<file path="src/rtl/uart_pkg.sv">
// Shared UART definitions for the TX and RX paths.
//   uart_tx_state_t      : transmitter FSM state encoding
//   DEFAULT_CLKS_PER_BIT : 25 MHz system clock at 115200 baud
//   clks_per_bit()       : rounded clock-to-baud divider
package uart_pkg;

    typedef enum logic [1:0] {
        IDLE  = 2'd0,
        START = 2'd1,
        DATA  = 2'd2,
        STOP  = 2'd3
    } uart_tx_state_t;

    localparam int DEFAULT_CLKS_PER_BIT = 217;

    function automatic int clks_per_bit(input int clk_hz, input int baud);
        return (clk_hz + baud / 2) / baud;
    endfunction

endpackage

</file>
<file path="src/rtl/baud_counter.sv">
// Bit-time counter: counts 0..MAX_COUNT-1 and raises tick_o on the terminal
// count, then wraps to 0. clr_i holds the count at 0.
//   clk     : system clock
//   rst_n   : asynchronous active-low reset
//   clr_i   : synchronous clear
//   tick_o  : high during the terminal-count cycle
module baud_counter
    import uart_pkg::*;
#(
    parameter int MAX_COUNT = DEFAULT_CLKS_PER_BIT
) (
    input  logic clk,
    input  logic rst_n,
    input  logic clr_i,
    output logic tick_o
);

    localparam int CW = (MAX_COUNT > 1) ? $clog2(MAX_COUNT) : 1;
    localparam logic [CW-1:0] TERMINAL = CW'(MAX_COUNT - 1);

    logic [CW-1:0] cnt_q;
    logic [CW-1:0] cnt_d;

    assign tick_o = (cnt_q == TERMINAL);

    always_comb begin
        cnt_d = cnt_q + CW'(1);
        if (clr_i || tick_o) begin
            cnt_d = '0;
        end
    end

    always_ff @(posedge clk or negedge rst_n) begin
        if (!rst_n) begin
            cnt_q <= '0;
        end else begin
            cnt_q <= cnt_d;
        end
    end

endmodule

</file>
<file path="src/rtl/uart_tx_cts.sv">
// UART 8N1 transmitter with CTS flow control, fed by an AXI-Stream slave
// through a single-entry holding register.
//   clk, rst_n      : system clock, asynchronous active-low reset
//   s_axis_tdata    : byte to send
//   s_axis_tvalid   : tdata valid
//   s_axis_tready   : holding register empty
//   cts             : asynchronous, 1 = peer busy, do not start a frame
//   tx              : registered serial line, idles high
//   busy            : a frame is on the line
//
// state | meaning
// IDLE  | line high, waiting for a held byte and cts_s low
// START | start bit (low) for one bit time
// DATA  | data bits, LSB first, one bit time each
// STOP  | stop bit(s) high; may chain straight into the next START
module uart_tx_cts
    import uart_pkg::*;
#(
    parameter int DATA_WIDTH      = 8,
    parameter int CLKS_PER_BIT    = DEFAULT_CLKS_PER_BIT,
    parameter int STOP_BITS       = 1,
    parameter int CTS_SYNC_STAGES = 2
) (
    input  logic                  clk,
    input  logic                  rst_n,
    input  logic [DATA_WIDTH-1:0] s_axis_tdata,
    input  logic                  s_axis_tvalid,
    output logic                  s_axis_tready,
    input  logic                  cts,
    output logic                  tx,
    output logic                  busy
);

    localparam int BW = (DATA_WIDTH > 1) ? $clog2(DATA_WIDTH) : 1;
    localparam logic [BW-1:0] LAST_BIT = BW'(DATA_WIDTH - 1);
    localparam logic LAST_STOP = 1'(STOP_BITS - 1);

    uart_tx_state_t          state_q, state_d;
    logic [DATA_WIDTH-1:0]   hold_q, hold_d;
    logic                    hold_valid_q, hold_valid_d;
    logic [DATA_WIDTH-1:0]   shreg_q, shreg_d;
    logic [BW-1:0]           bit_idx_q, bit_idx_d;
    logic                    stop_cnt_q, stop_cnt_d;
    logic                    tx_q, tx_d;
    logic [CTS_SYNC_STAGES-1:0] cts_sync_q;
    logic                    cts_s;
    logic                    baud_tick;
    logic                    load;

    assign cts_s         = cts_sync_q[CTS_SYNC_STAGES-1];
    assign s_axis_tready = !hold_valid_q;
    assign tx            = tx_q;
    assign busy          = (state_q != IDLE);

    // Every transition out of a timed state happens on the tick, which already
    // wraps the counter; holding it clear in IDLE covers entry into START.
    baud_counter #(
        .MAX_COUNT (CLKS_PER_BIT)
    ) u_baud (
        .clk    (clk),
        .rst_n  (rst_n),
        .clr_i  (state_q == IDLE),
        .tick_o (baud_tick)
    );

    // Preset to 1 so the line stays blocked until cts is seen low.
    always_ff @(posedge clk or negedge rst_n) begin
        if (!rst_n) begin
            cts_sync_q <= '1;
        end else begin
            cts_sync_q <= {cts_sync_q[CTS_SYNC_STAGES-2:0], cts};
        end
    end

    always_ff @(posedge clk or negedge rst_n) begin
        if (!rst_n) begin
            state_q      <= IDLE;
            hold_q       <= '0;
            hold_valid_q <= 1'b0;
            shreg_q      <= '0;
            bit_idx_q    <= '0;
            stop_cnt_q   <= 1'b0;
            tx_q         <= 1'b1;
        end else begin
            state_q      <= state_d;
            hold_q       <= hold_d;
            hold_valid_q <= hold_valid_d;
            shreg_q      <= shreg_d;
            bit_idx_q    <= bit_idx_d;
            stop_cnt_q   <= stop_cnt_d;
            tx_q         <= tx_d;
        end
    end

    always_comb begin
        state_d      = state_q;
        shreg_d      = shreg_q;
        bit_idx_d    = bit_idx_q;
        stop_cnt_d   = stop_cnt_q;
        hold_d       = hold_q;
        hold_valid_d = hold_valid_q;
        load         = 1'b0;

        case (state_q)
            IDLE: begin
                if (hold_valid_q && !cts_s) begin
                    load    = 1'b1;
                    state_d = START;
                end
            end
            START: begin
                if (baud_tick) begin
                    state_d   = DATA;
                    bit_idx_d = '0;
                end
            end
            DATA: begin
                if (baud_tick) begin
                    shreg_d = shreg_q >> 1;
                    if (bit_idx_q == LAST_BIT) begin
                        state_d    = STOP;
                        stop_cnt_d = 1'b0;
                    end else begin
                        bit_idx_d = bit_idx_q + 1'b1;
                    end
                end
            end
            STOP: begin
                if (baud_tick) begin
                    if (stop_cnt_q == LAST_STOP) begin
                        if (hold_valid_q && !cts_s) begin
                            load    = 1'b1;
                            state_d = START;
                        end else begin
                            state_d = IDLE;
                        end
                    end else begin
                        stop_cnt_d = stop_cnt_q + 1'b1;
                    end
                end
            end
            default: state_d = IDLE;
        endcase

        if (load) begin
            shreg_d = hold_q;
        end

        // tready is low whenever hold is full, so accept and load never coincide.
        if (s_axis_tvalid && !hold_valid_q) begin
            hold_valid_d = 1'b1;
            hold_d       = s_axis_tdata;
        end else if (load) begin
            hold_valid_d = 1'b0;
        end
    end

    // tx is registered from the next state so the line changes on the same
    // edge as the state it belongs to.
    always_comb begin
        tx_d = 1'b1;
        case (state_d)
            START:   tx_d = 1'b0;
            DATA:    tx_d = shreg_d[0];
            default: tx_d = 1'b1;
        endcase
    end

endmodule

</file>
<file path="config.mk">
export PLATFORM = sky130hd
export DESIGN_NAME = uart_tx_cts
export DESIGN_NICKNAME = d
export VERILOG_FILES = /design/src/rtl/uart_pkg.sv /design/src/rtl/baud_counter.sv /design/src/rtl/uart_tx_cts.sv
export SDC_FILE = /design/constraint.sdc
export NUM_CORES = 1
export LEC_CHECK = 0
export ABC_AREA = 1
export CAP_MARGIN = 20
export CORE_MARGIN = 1.5
export CORE_UTILIZATION = 56
export DETAILED_ROUTE_END_ITERATION = 16
export PLACE_DENSITY = 0.78
export SETUP_SLACK_MARGIN = 0.3
export SLEW_MARGIN = 20
export SYNTH_ARGS = -nofsm -noshare
export SYNTH_HDL_FRONTEND = slang
export SYNTH_SLANG_ARGS = --single-unit
</file>
<file path="constraint.sdc">
create_clock -name clk -period 1.7 [get_ports clk]
set_input_delay 0.34 -clock clk [delete_from_list [all_inputs] [get_ports clk]]
set_output_delay 0.34 -clock clk [all_outputs]
set_load 0.01 [all_outputs]
</file>
==> flow_metrics.env <==
export IMPL_status="finished clean"
export IMPL_path_class="reg2reg"
export IMPL_synth_cell_type_count=32
export IMPL_cts_sinks=33
export IMPL_ir_drop_uv=802
export IMPL_drive_above_1_share_pct=39.2
export IMPL_detail_route_antenna_nets=0
export IMPL_cp_depth=11
export IMPL_postRouteWirelength_um=3920
export IMPL_clk_latency_ns=0.33
export IMPL_fin_crit_sh_pct=97.1
export IMPL_power_mw=1.45
export IMPL_synth_area_mm2=0.00163
export IMPL_crit_top_cell="nand2_1"
export IMPL_first_pass_iters=4
export IMPL_end_kind="flop"
export IMPL_port_buffers=14
export IMPL_timing_critical_path_buf_inv=3
export IMPL_grt_total_usage_pct=24.1
export IMPL_ys_seq_area_share_pct=50.9
export IMPL_cp_start_kind="flop"
export IMPL_rsz0062_at_grt="yes"
export IMPL_core_rowCount=19
export IMPL_ys_warnings_count=0
export IMPL_wl_per_cell_um=16.3
export IMPL_p_leak_nw=1.08
export IMPL_crit_slowest_cell="dfrtp_1"
export IMPL_grt_first_pass_wirelength_um=5950
export IMPL_grt_antenna_before_repair=0
export IMPL_layout_commonest_cell="dfrtp_1"
export IMPL_cts_buffers=5
export IMPL_grt_max_degree=34
export IMPL_fin_cells=240
export IMPL_p_clk_share_pct=28.6
export IMPL_drv_cap=0
export IMPL_syn_nets=191
export IMPL_dp_cells=217
export IMPL_p_comb_share_pct=9.7
export IMPL_num_antenna_cells=0
export IMPL_route_detailed_drc=0
export IMPL_maxSlewViolCount=0
export IMPL_die_w_um=57.0
export IMPL_avgSynthCellArea_um2=9.53
export IMPL_fin_util_pct=81.5
export IMPL_coreArea_mm2=0.00276
export IMPL_cts_root_buf="clkbuf_4"
export IMPL_dp_hpwl_um=2220
export IMPL_syn_to_final_growth_pct=37.9
export IMPL_routed_via_density=5.73
export IMPL_gp_congestion=0.835
export IMPL_die_h_um=57.0
export IMPL_crit_end="tx"
export IMPL_worst_r2r_endpoint="tx"
export IMPL_regToRegSetupSlack_ns=0.05
export IMPL_clk_path_buf_depth=2
export IMPL_vias=1374
export IMPL_pre_cts_slack_ns=0.104
export IMPL_slew_headroom_pct=73.1
export IMPL_tightestPinTransition_ns=0.400
export IMPL_worst_path_max_fanout=4
export IMPL_p_int_mw=1.10
export IMPL_design_die_area_mm2=0.00324
export IMPL_crit_start="state_q[1]"
export IMPL_setup_violations=0
export IMPL_setup_ws_ns=0.0500
export IMPL_cpLargestDelayFamily="simple AND/OR/NAND/NOR gates"
export IMPL_cp_cell_sequence="inv_2 > ha_4 > buf_6 > nor2_4 > nor3_4 > buf_6 > nand3_2 > nand2_2 > nand2_1 > nand2_1 > nand2_1"
export IMPL_clkTransAtPathRegs_ns=0.10
export IMPL_cts_tree="built"
export IMPL_grt_pass1_vias=1374
export IMPL_h_tree_depth=2
export IMPL_cpPeakStageDelay_ns=0.42
export IMPL_finish_net_count=228
export IMPL_cp_required_ns=1.97
export IMPL_seqPwrFrac_pct=61.7
export IMPL_hold_violations=0
export IMPL_regToRegStartpoint="state_q[1]"
export IMPL_finalCriticalPeriod_ns=1.65
export IMPL_skew_ns=0.00648
export IMPL_powerDensity_mw_per_mm2=646
export IMPL_max_clock_freq_ghz=0.606
export IMPL_grt_overflow_total=0
export IMPL_hold_class="in2async"
export IMPL_worstPathArrival_ns=1.92
export IMPL_drt_iter0_drc=53
export IMPL_ys_ff_latch=33
export IMPL_num_io_pins=15
export IMPL_start_util_pct=59.1
export IMPL_p_sw_share_pct=24.0
export IMPL_layout_common_cells="dfrtp_1 (30), nand3_1 (21), nand2_1 (19)"
export IMPL_synth_cells=171
export IMPL_rr_worst_depth=11
export IMPL_power_switching_uw=349
-- cells in the mapped netlist --
| cell | number | area share, % |
|---|---|---|
| a21oi_1 | 4 | 1.2 |
| a31o_2 | 1 | 0.54 |
| a31oi_1 | 1 | 0.38 |
| and3_1 | 1 | 0.38 |
| buf_2 | 1 | 0.31 |
| buf_4 | 1 | 0.46 |
| buf_6 | 1 | 0.69 |
| dfrtp_1 | 30 | 46 |
| dfstp_2 | 3 | 4.8 |
| ha_1 | 8 | 6.1 |
| inv_1 | 20 | 4.6 |
| inv_2 | 2 | 0.46 |
| mux2_2 | 6 | 4.1 |
| nand2_1 | 24 | 5.5 |
| nand2_2 | 1 | 0.38 |
| nand2_4 | 3 | 2.1 |
| nand3_1 | 32 | 9.8 |
| nand3_2 | 1 | 0.61 |
| nand3_4 | 1 | 1.1 |
| nand4_1 | 1 | 0.38 |
| nor2_1 | 11 | 2.5 |
| nor2_2 | 1 | 0.38 |
| nor2_4 | 1 | 0.69 |
| nor3_1 | 3 | 0.92 |
| nor3_4 | 1 | 1.0 |
| nor3b_1 | 1 | 0.46 |
| o211ai_1 | 1 | 0.46 |
| o21ai_0 | 2 | 0.61 |
| o21ai_1 | 5 | 1.5 |
| or2_1 | 1 | 0.38 |
| or2_2 | 1 | 0.38 |
| xnor2_1 | 1 | 0.54 |
-- sequential cells by signal, indices dropped and copies added, names as in the netlist --
register	count
state_q	2
u_baud.cnt_q	8
bit_idx_q	3
cts_sync_q	2
hold_valid_q	1
hold_q	8
shreg_q	8
tx	1
-- logic make-up (layout without fill, tap and decap cells) --
logic type,after synthesis,after routing,synth area share (%)
compound gates,14,14,4.76
buf+inv,25,63,6.52
simple gates,84,84,27.0
fa+ha+maj,8,8,6.14
flops,33,33,50.9
xor+xnor,1,1,0.537
mux,6,6,4.14
-- power by group through the flow --
stage	Combinational (mW)	Sequential (mW)	Clock (mW)
after detailed placement	0.135	0.909	0
after global placement	0.129	0.907	0
final	0.141	0.896	0.416
after CTS	0.141	0.891	0.425
after global routing	0.158	0.900	0.452
after floorplan	0.0749	0.896	0
-- area by class of cell --
class / count / area (µm²)
clock buffer: 8 / 48.8
fill: 151 / 509
inverter: 22 / 85.1
multi-input combinational: 113 / 891
sequential: 33 / 830
tap: 31 / 38.8
timing repair buffer: 33 / 355
-- stage by stage --
step	setup TNS (ns)	instance area, µm²	hold WS, ns
3_5_place_dp	0	1870	0.347
3_3_place_gp	0	1870	0.346
2_1_floorplan	0	1670	0.0444
5_1_grt	-0.00372	2250	0.364
6_report	0	2250	0.353
4_1_cts	0	2070	0.357
-- metal layers --
layer | wire, µm | GRT usage, %
met1 | 1570 | 28.3
met2 | 2020 | 41.9
met3 | 140 | 5.22
met4 | 192 | 12.0
met5 | 0 | 0
-- how the worst min path moves through the flow --
stage / startpoint / endpoint / slack [ns]
2_1_floorplan: rst_n / bit_idx_q[0] / 0.04
3_3_place_gp: cts_sync_q[0] / cts_sync_q[1] / 0.35
3_5_place_dp: cts_sync_q[0] / cts_sync_q[1] / 0.35
4_1_cts: rst_n / bit_idx_q[1] / 0.36
5_1_grt: cts_sync_q[0] / cts_sync_q[1] / 0.36
6_report: rst_n / bit_idx_q[1] / 0.35
-- repair_timing --
item / 4_1_cts / 5_1_grt
endpoints found under the setup margin: 24 / 24
hold buffers: 0 / 0
hold endpoints to repair: 0 / 0
pin swaps: 8 / 11
cloned: 0 / 1
resized for setup: 24 / 32
buffers inserted: 13 / 1
Note: power is estimated with default switching activity, not from simulation.
